--- config.mk ---
export PLATFORM = sky130hd
export DESIGN_NAME = des_ext
export DESIGN_NICKNAME = d
export VERILOG_FILES = /design/src/rtl/des_ext.sv
export SDC_FILE = /design/constraint.sdc
export NUM_CORES = 1
export LEC_CHECK = 0
export CORE_AREA = 2 2 62 64
export DETAILED_ROUTE_END_ITERATION = 7
export DIE_AREA = 0 0 64 66
export PLACE_DENSITY = 0.84
export SYNTH_ARGS = -nofsm -noshare
export SYNTH_HDL_FRONTEND = slang
export SYNTH_SLANG_ARGS = --single-unit
--- constraint.sdc ---
create_clock -name clk_in -period 1.5 [get_ports clk_in]
set_input_delay 0.3 -clock clk_in [delete_from_list [all_inputs] [get_ports clk_in]]
set_output_delay 0.3 -clock clk_in [all_outputs]
set_load 0.01 [all_outputs]
--- src/rtl/des_ext.sv ---
// -----------------------------------------------------------------------------
// des_ext -- DES expansion (E-box) stage.
//
// Expands the 32-bit right half-block R to the 48-bit value that feeds the
// round-key XOR / S-box stage. The mapping is a fixed bit permutation with
// duplication, and the result is registered at the output. A valid strobe
// qualifies both input and output.
//
// Bit numbering: ext_data_in[31] is DES bit 1, and ext_data_out[47] is DES
// E-output bit 1 (MSB-first).
//
// Ports:
//   clk_in              in   1   clock; all logic on its rising edge
//   rst_n_in            in   1   synchronous active-low reset
//   ext_data_in         in  32   R half-block
//   ext_data_in_valid   in   1   ext_data_in valid this cycle
//   ext_data_out        out 48   expanded block (holds when no new valid)
//   ext_data_out_valid  out  1   ext_data_out updated this cycle
//
// Configuration macro:
//   DES_EXT_IN_REG_EN   defined   -> an input register stage is added
//                                    (2-cycle latency, 1 per cycle throughput)
//                       undefined -> 1-cycle latency (default)
// -----------------------------------------------------------------------------
module des_ext (
    input  logic        clk_in,
    input  logic        rst_n_in,
    input  logic [31:0] ext_data_in,
    input  logic        ext_data_in_valid,
    output logic [47:0] ext_data_out,
    output logic        ext_data_out_valid
);

    // The E table as concatenation. Each 6-bit group is the last bit of the
    // previous nibble, the current nibble, and the first bit of the next
    // nibble. The groups wrap around at both ends: DES bit 32 leads, and
    // DES bit 1 trails.
    function automatic logic [47:0] e_expand(input logic [31:0] r);
        e_expand = {r[0],     r[31:27],
                    r[28:23], r[24:19], r[20:15], r[16:11],
                    r[12:7],  r[8:3],
                    r[4:0],   r[31]};
    endfunction

    logic [31:0] stage_data_s;
    logic        stage_valid_s;
    logic [47:0] out_data_r;
    logic        out_valid_r;

`ifdef DES_EXT_IN_REG_EN
    logic [31:0] in_data_r;
    logic        in_valid_r;

    // Optional input register stage. It resets to zero like the outputs.
    always_ff @(posedge clk_in) begin
        if (!rst_n_in) begin
            in_data_r  <= 32'h0000_0000;
            in_valid_r <= 1'b0;
        end else begin
            in_data_r  <= ext_data_in;
            in_valid_r <= ext_data_in_valid;
        end
    end

    // Feed the output stage from the input register.
    always_comb begin
        stage_data_s  = in_data_r;
        stage_valid_s = in_valid_r;
    end
`else
    // Feed the output stage directly from the ports.
    always_comb begin
        stage_data_s  = ext_data_in;
        stage_valid_s = ext_data_in_valid;
    end
`endif

    // Output register. Data loads only on valid; valid is a registered copy
    // of the strobe.
    always_ff @(posedge clk_in) begin
        if (!rst_n_in) begin
            out_data_r  <= 48'h0000_0000_0000;
            out_valid_r <= 1'b0;
        end else begin
            out_valid_r <= stage_valid_s;
            if (stage_valid_s) begin
                out_data_r <= e_expand(stage_data_s);
            end else begin
                out_data_r <= out_data_r;
            end
        end
    end

    assign ext_data_out       = out_data_r;
    assign ext_data_out_valid = out_valid_r;

endmodule

==> impl_metrics.py, run 1 <==
metrics = {
    "run_status": {
        "status": "finished clean",
    },
    "floorplanning": {
        "die_area_sq_mm": 0.00422,
        "rows": 22,
        "die_h_microns": 66,
        "coreArea_sq_mm": 0.00355,
        "ios": 84,
        "start_util": 0.391,
        "die_w_microns": 64,
    },
    "timing": {
        "finalSetupTns_ns": 0,
        "finClkSkew_ns": 0,
        "finalSetupViolations": 0,
        "timing.fmax_ghz": 0.780,
        "slew_headroom": 0.851,
        "rsz0062_at_grt": "false",
        "finalWorstPathRequiredPeriod_ns": 1.28,
        "report.final.hold_viol_count": 0,
        "worstMarginPinSlew_ns": 0.223,
        "slew_viol_final": 0,
        "fin_crit_sh": 0.855,
    },
    "logic_synthesis": {
        "yosys-top-cells-count": "dfxtp_1, mux2i_1, nor2b_1, buf_4",
        "synth-seq-cells": 33,
        "avgSynthCellArea_sq_um": 11.5,
        "yosysWarnings": 0,
        "netlist_area_sq_mm": 0.00139,
        "async_reset_ff_frac": 0,
        "ys_seq_area_frac": 0.475,
        "synth_flop_cell": "dfxtp_1",
        "netlist.area_leader.share": 0.475,
        "synth_cell_types": 8,
        "yosysTopAreaCell": "dfxtp_1",
        "synthTopCellsByArea": "dfxtp_1, mux2i_1, nor2b_1",
        "synth_fp_nets": 156,
        "synth_edf_count": 0,
        "syn_inst": 121,
        "synth.most_common_cell": "dfxtp_1",
    },
    "global_route": {
        "antenna_found_initial": 0,
        "grtUsageTotal": 0.158,
        "grt_pass1_vias": 1070,
        "overflow": 0,
        "grt_max_degree": 34,
        "grt_pass1_wl_mm": 4.93,
    },
    "finish": {
        "antennaDiodeCount": 0,
        "final_nets": 225,
        "area_growth_pct": 51.6,
        "drive_gt1_frac": 0.0524,
        "fillers": 320,
        "final_util": 0.593,
    },
    "clocking": {
        "clock_sinks": 33,
        "cts-root-buf": "clkbuf_4",
        "clockBufferDepth": 2,
        "cts_htree_levels": 2,
        "cts.clk_slew.worst_paths_ns": 0.09,
        "cts_buffers": 5,
        "postCtsSetupBuffers": 0,
        "cts_tree": "yes",
        "clock_latency_ns": 0.33,
    },
    "pwr": {
        "p_int_uw": 1330,
        "p_leak_uw": 0.00107,
        "seqPwrFrac": 0.540,
        "p_sw_frac": 0.252,
        "p_sw_uw": 446,
        "combPwrFrac": 0.202,
        "clkPwrFrac": 0.258,
        "irDropWorstVdd_uv": 482,
        "power_density_mw_per_mm2": 841,
    },
    "min_path": {
        "hp-class": "input pin to flop",
    },
    "critical_path": {
        "cp.buffers_inverters": 1,
        "start_kind": "flop",
        "timing.rr.end": "ext_data_out[6]",
        "cp.depth": 1,
        "critical_path.slowest_cell": "dfxtp_1",
        "r2r_cells": 2,
        "critPathKind": "flop to output pin",
        "path_cells": "dlygate4sd2_1",
        "cp.arrival_ns": 0.98,
        "crit_path_end_kind": "output pin",
        "cpLargestDelayFamily": "flip-flops",
        "cp-endpoint": "ext_data_out[6]",
        "startpoint": "ext_data_out[6]",
        "crit_required_ns": 1.20,
        "slowest_delay_ns": 0.36,
        "r2r_slack_ns": 0.86,
        "r2r_start": "ext_data_out[6]",
        "cp_max_fo": 3,
    },
    "detailed_routing": {
        "vias_per_cell": 4.37,
        "firstDrtPassIters": 3,
        "totalWireLength_mm": 3.04,
        "drtIter0Drc": 28,
        "vias": 1045,
        "drcViolationCount": 0,
        "detail-route-antenna-nets": 0,
        "post_drt_wl_per_cell_microns": 12.7,
    },
    "place": {
        "gp_congestion": 0.651,
        "hpwl_mm": 2.29,
        "port_buffers": 83,
    },
    "job": {
        "maxCapViolCount": 0,
    },
}
## worst min path at each step
stage                 startpoint  cells past startpoint            endpoint  slack [ns]
5_1_grt        ext_data_in_valid                      3  ext_data_out_valid        0.47
6_report       ext_data_in_valid                      3  ext_data_out_valid        0.48
3_5_place_dp    ext_data_out[33]                      2    ext_data_out[33]        0.51
4_1_cts        ext_data_in_valid                      3  ext_data_out_valid        0.46
2_1_floorplan           rst_n_in                      1    ext_data_out[31]        0.43
3_3_place_gp     ext_data_out[9]                      2     ext_data_out[9]        0.50
## flip-flops by register name (all words and copies together) (netlist names)
name,flops
ext_data_out_valid,1
ext_data_out,32
## cell families after synthesis
group         Yosys count  synth area share
buf+inv                23             0.146
flops                  33             0.475
mux                    32             0.230
simple gates           33             0.149
## placed cells by master, fill, tap and decap left out, drive strengths merged
master          n
clkbuf          6
buf             3
dlygate4sd2    48
mux2i          32
nor2b          32
and2            1
dlymetal6s2s    1
clkinv          2
dfxtp          33
clkdlybuf4s50  33
## metrics by stage
| stage | std cells | cell area, sq um | setup WS, ns | total power [uW] | hold slack, ns |
|---|---|---|---|---|---|
| 2_1_floorplan | 121 | 1390 | 0.603 | 1180 | 0.428 |
| 3_3_place_gp | 231 | 2110 | 0.313 | 1380 | 0.498 |
| 3_5_place_dp | 231 | 2110 | 0.267 | 1400 | 0.507 |
| 4_1_cts | 239 | 2100 | 0.00832 | 1800 | 0.463 |
| 5_1_grt | 239 | 2110 | 0.153 | 1870 | 0.472 |
| 6_report | 239 | 2110 | 0.217 | 1770 | 0.480 |
## timing repair
| action | in CTS | in global routing |
|---|---|---|
| resized for setup | 48 | 1 |
| hold buffers | 0 | 0 |
| endpoints found under the setup margin | 48 | 1 |
## routing by layer
metal	track usage	wire (microns)	vias to the layer above
li1	-	-	519
met1	0.152	1080	472
met2	0.285	1650	46
met3	0.0511	224	8
met4	0.106	82	0
met5	0	0	-
## power groups by stage
| stage | clock network, uW | logic [uW] | registers (uW) |
|---|---|---|---|
| 3_3_place_gp | 0 | 408 | 977 |
| 2_1_floorplan | 0 | 176 | 1000 |
| 6_report | 457 | 358 | 957 |
| 3_5_place_dp | 0 | 416 | 981 |
| 5_1_grt | 517 | 388 | 966 |
| 4_1_cts | 481 | 365 | 959 |
## cell type report
| type | count | area [sq um] | area share |
|---|---|---|---|
| timing repair buffer | 85 | 808 | 0.384 |
| tap | 48 | 60.1 | 0.0285 |
| multi-input combinational | 65 | 527 | 0.250 |
| clock inverter | 2 | 10.0 | 0.00475 |
| sequential | 33 | 661 | 0.314 |
| clock buffer | 6 | 41.3 | 0.0196 |
No activity file was read; power rests on OpenSTA's default activity.
==> inputs of run 2 (changes only) <==
CELL_PAD_IN_SITES_DETAIL_PLACEMENT = 1   (was unset)
CELL_PAD_IN_SITES_GLOBAL_PLACEMENT = 2   (was unset)
CORE_AREA = 2 2 81 83   (was 2 2 62 64)
DIE_AREA = 0 0 83 85   (was 0 0 64 66)
PLACE_DENSITY = unset   (was 0.84)
PLACE_DENSITY_LB_ADDON = 0.1   (was unset)
REMOVE_ABC_BUFFERS = 1   (was unset)
==> run 2 against run 1 <==
Total power grew 11%. Register-to-register slack is essentially flat. Via count is the same. Critical path depth is the same. Core utilization shrank 22 points. Maximum frequency shrank 11%. Die area grew 67%. Hold slack gained 0.035 ns. Clock-buffer cell count grew 2. First-iteration DRC count shrank 39%. Critical endpoint is now ext_data_out[42]. Largest power group unchanged.
==> impl_metrics.py, run 2 (same netlist as run 1, synthesis figures left out) <==
metrics = {
    "run_status": {
        "status": "finished clean",
    },
    "floorplanning": {
        "coreArea_sq_mm": 0.00620,
        "die_w_microns": 83,
        "ios": 84,
        "die_h_microns": 85,
        "start_util": 0.224,
        "rows": 29,
        "die_area_sq_mm": 0.00706,
    },
    "critical_path": {
        "cpLargestDelayFamily": "buffers and inverters",
        "crit_path_end_kind": "output pin",
        "critPathKind": "flop to output pin",
        "cp.arrival_ns": 1.15,
        "start_kind": "flop",
        "timing.rr.end": "ext_data_out[7]",
        "cp.depth": 1,
        "critical_path.slowest_cell": "clkdlybuf4s50_1",
        "path_cells": "clkdlybuf4s50_1",
        "r2r_cells": 2,
        "r2r_start": "ext_data_out[7]",
        "cp_max_fo": 3,
        "r2r_slack_ns": 0.87,
        "cp.buffers_inverters": 1,
        "crit_required_ns": 1.20,
        "slowest_delay_ns": 0.54,
    },
    "clocking": {
        "cts_htree_levels": 2,
        "cts_hold_buf": 0,
        "clock_latency_ns": 0.27,
        "postCtsSetupBuffers": 0,
        "cts_tree": "yes",
        "cts_buffers": 5,
        "cts-root-buf": "clkbuf_8",
        "clockBufferDepth": 2,
        "clock_sinks": 33,
        "cts.clk_slew.worst_paths_ns": 0.06,
    },
    "detailed_routing": {
        "firstDrtPassIters": 2,
        "detail-route-antenna-nets": 0,
        "drtIter0Drc": 17,
        "totalWireLength_mm": 3.21,
        "post_drt_wl_per_cell_microns": 12.0,
        "vias_per_cell": 3.90,
        "drcViolationCount": 0,
        "vias": 1045,
    },
    "timing": {
        "finalSetupViolations": 0,
        "fin_crit_sh": 0.964,
        "worstMarginPinSlew_ns": 0.237,
        "report.final.hold_viol_count": 0,
        "hold_ws_ns": 0.515,
        "slew_viol_final": 0,
        "rsz0062_at_grt": "false",
        "setup_ws_ns": 0.0547,
        "finalSetupTns_ns": 0,
        "timing.fmax_ghz": 0.692,
        "finClkSkew_ns": 0,
        "slew_headroom": 0.842,
        "finalWorstPathRequiredPeriod_ns": 1.45,
    },
    "global_route": {
        "grt_pass1_vias": 1132,
        "grt_pass1_wl_mm": 5.40,
        "grtUsageTotal": 0.0947,
        "antenna_found_initial": 0,
        "grt_max_degree": 34,
        "overflow": 0,
    },
    "finish": {
        "fillers": 680,
        "final_util": 0.370,
        "drive_gt1_frac": 0.0419,
        "seqCellArea_sq_um": 661,
        "final_common_cell": "clkdlybuf4s50_1",
        "final_nets": 225,
        "final_cell_mix": "clkdlybuf4s50_1, dfxtp_1, mux2i_1, nor2b_1, dlymetal6s2s_1",
        "multi_input_area_sq_um": 527,
        "area_growth_pct": 65.0,
        "antennaDiodeCount": 0,
        "largest_reg_flops": 32,
    },
    "min_path": {
        "hold_path.startpoint": "ext_data_out[3]",
        "min_path_cells": 2,
        "holdPathEnd": "ext_data_out[3]",
        "hp-class": "flop to flop",
    },
    "job": {
        "maxCapViolCount": 0,
    },
    "pwr": {
        "p_leak_uw": 0.00136,
        "irDropWorstVdd_uv": 290,
        "power_density_mw_per_mm2": 860,
    },
    "place": {
        "port_buffers": 83,
        "hpwl_mm": 2.30,
        "post-place-ws_ns": 0.270,
        "gp_congestion": 0.652,
    },
}
[run 2: cell types whose count changed in the layout (fill, tap and decap cells not counted), sizes merged]
cell / previous run / this run
clkinv: 2 / 0
clkbuf: 6 / 8
dlymetal6s2s: 1 / 29
dlygate4sd2: 48 / 7
clkdlybuf4s50: 33 / 46
[run 2: worst max path at each step]
stage | from | to | slack, ns
3_5_place_dp | rst_n_in | ext_data_out[39] | 0.27
5_1_grt | ext_data_out[42] | ext_data_out[42] | 0.0002
2_1_floorplan | ext_data_out[46] | ext_data_out[0] | 0.79
6_report | ext_data_out[42] | ext_data_out[42] | 0.05
4_1_cts | ext_data_out[37] | ext_data_out[35] | 0.0003
3_3_place_gp | rst_n_in | ext_data_out_valid | 0.31
[run 2: per-stage QoR]
stage | total power, uW | cells | instance area [sq um]
global route | 2090 | 268 | 2290
global placement | 1390 | 260 | 2150
finish | 1970 | 268 | 2290
CTS | 2030 | 268 | 2220
detailed placement | 1400 | 260 | 2150
floorplan | 1100 | 98 | 1190
[run 2: routing by layer]
metal | track usage | vias up | wire length [microns]
li1 | - | 510 | -
met1 | 0.106 | 477 | 1290
met2 | 0.156 | 56 | 1540
met3 | 0.0516 | 2 | 372
met4 | 0.0268 | 0 | 8
met5 | 0 | - | 0
[run 2: what timing repair did]
action / CTS / global route
cloned: 0 / 0
setup endpoints to repair: 10 / 30
gates resized for setup: 7 / 29
[run 2: report_power, final]
group | switching (uW) | internal [uW]
clock | 293 | 329
sequential | 29.8 | 929
combinational | 139 | 252
total | 462 | 1510
[run 2: final cells by class]
| cell class | count | share of cell area |
|---|---|---|
| flip-flops and latches | 33 | 0.288 |
| clock buffers | 8 | 0.0349 |
| repair buffers | 85 | 0.405 |
| well taps | 77 | 0.0420 |
| multi-input cells | 65 | 0.230 |
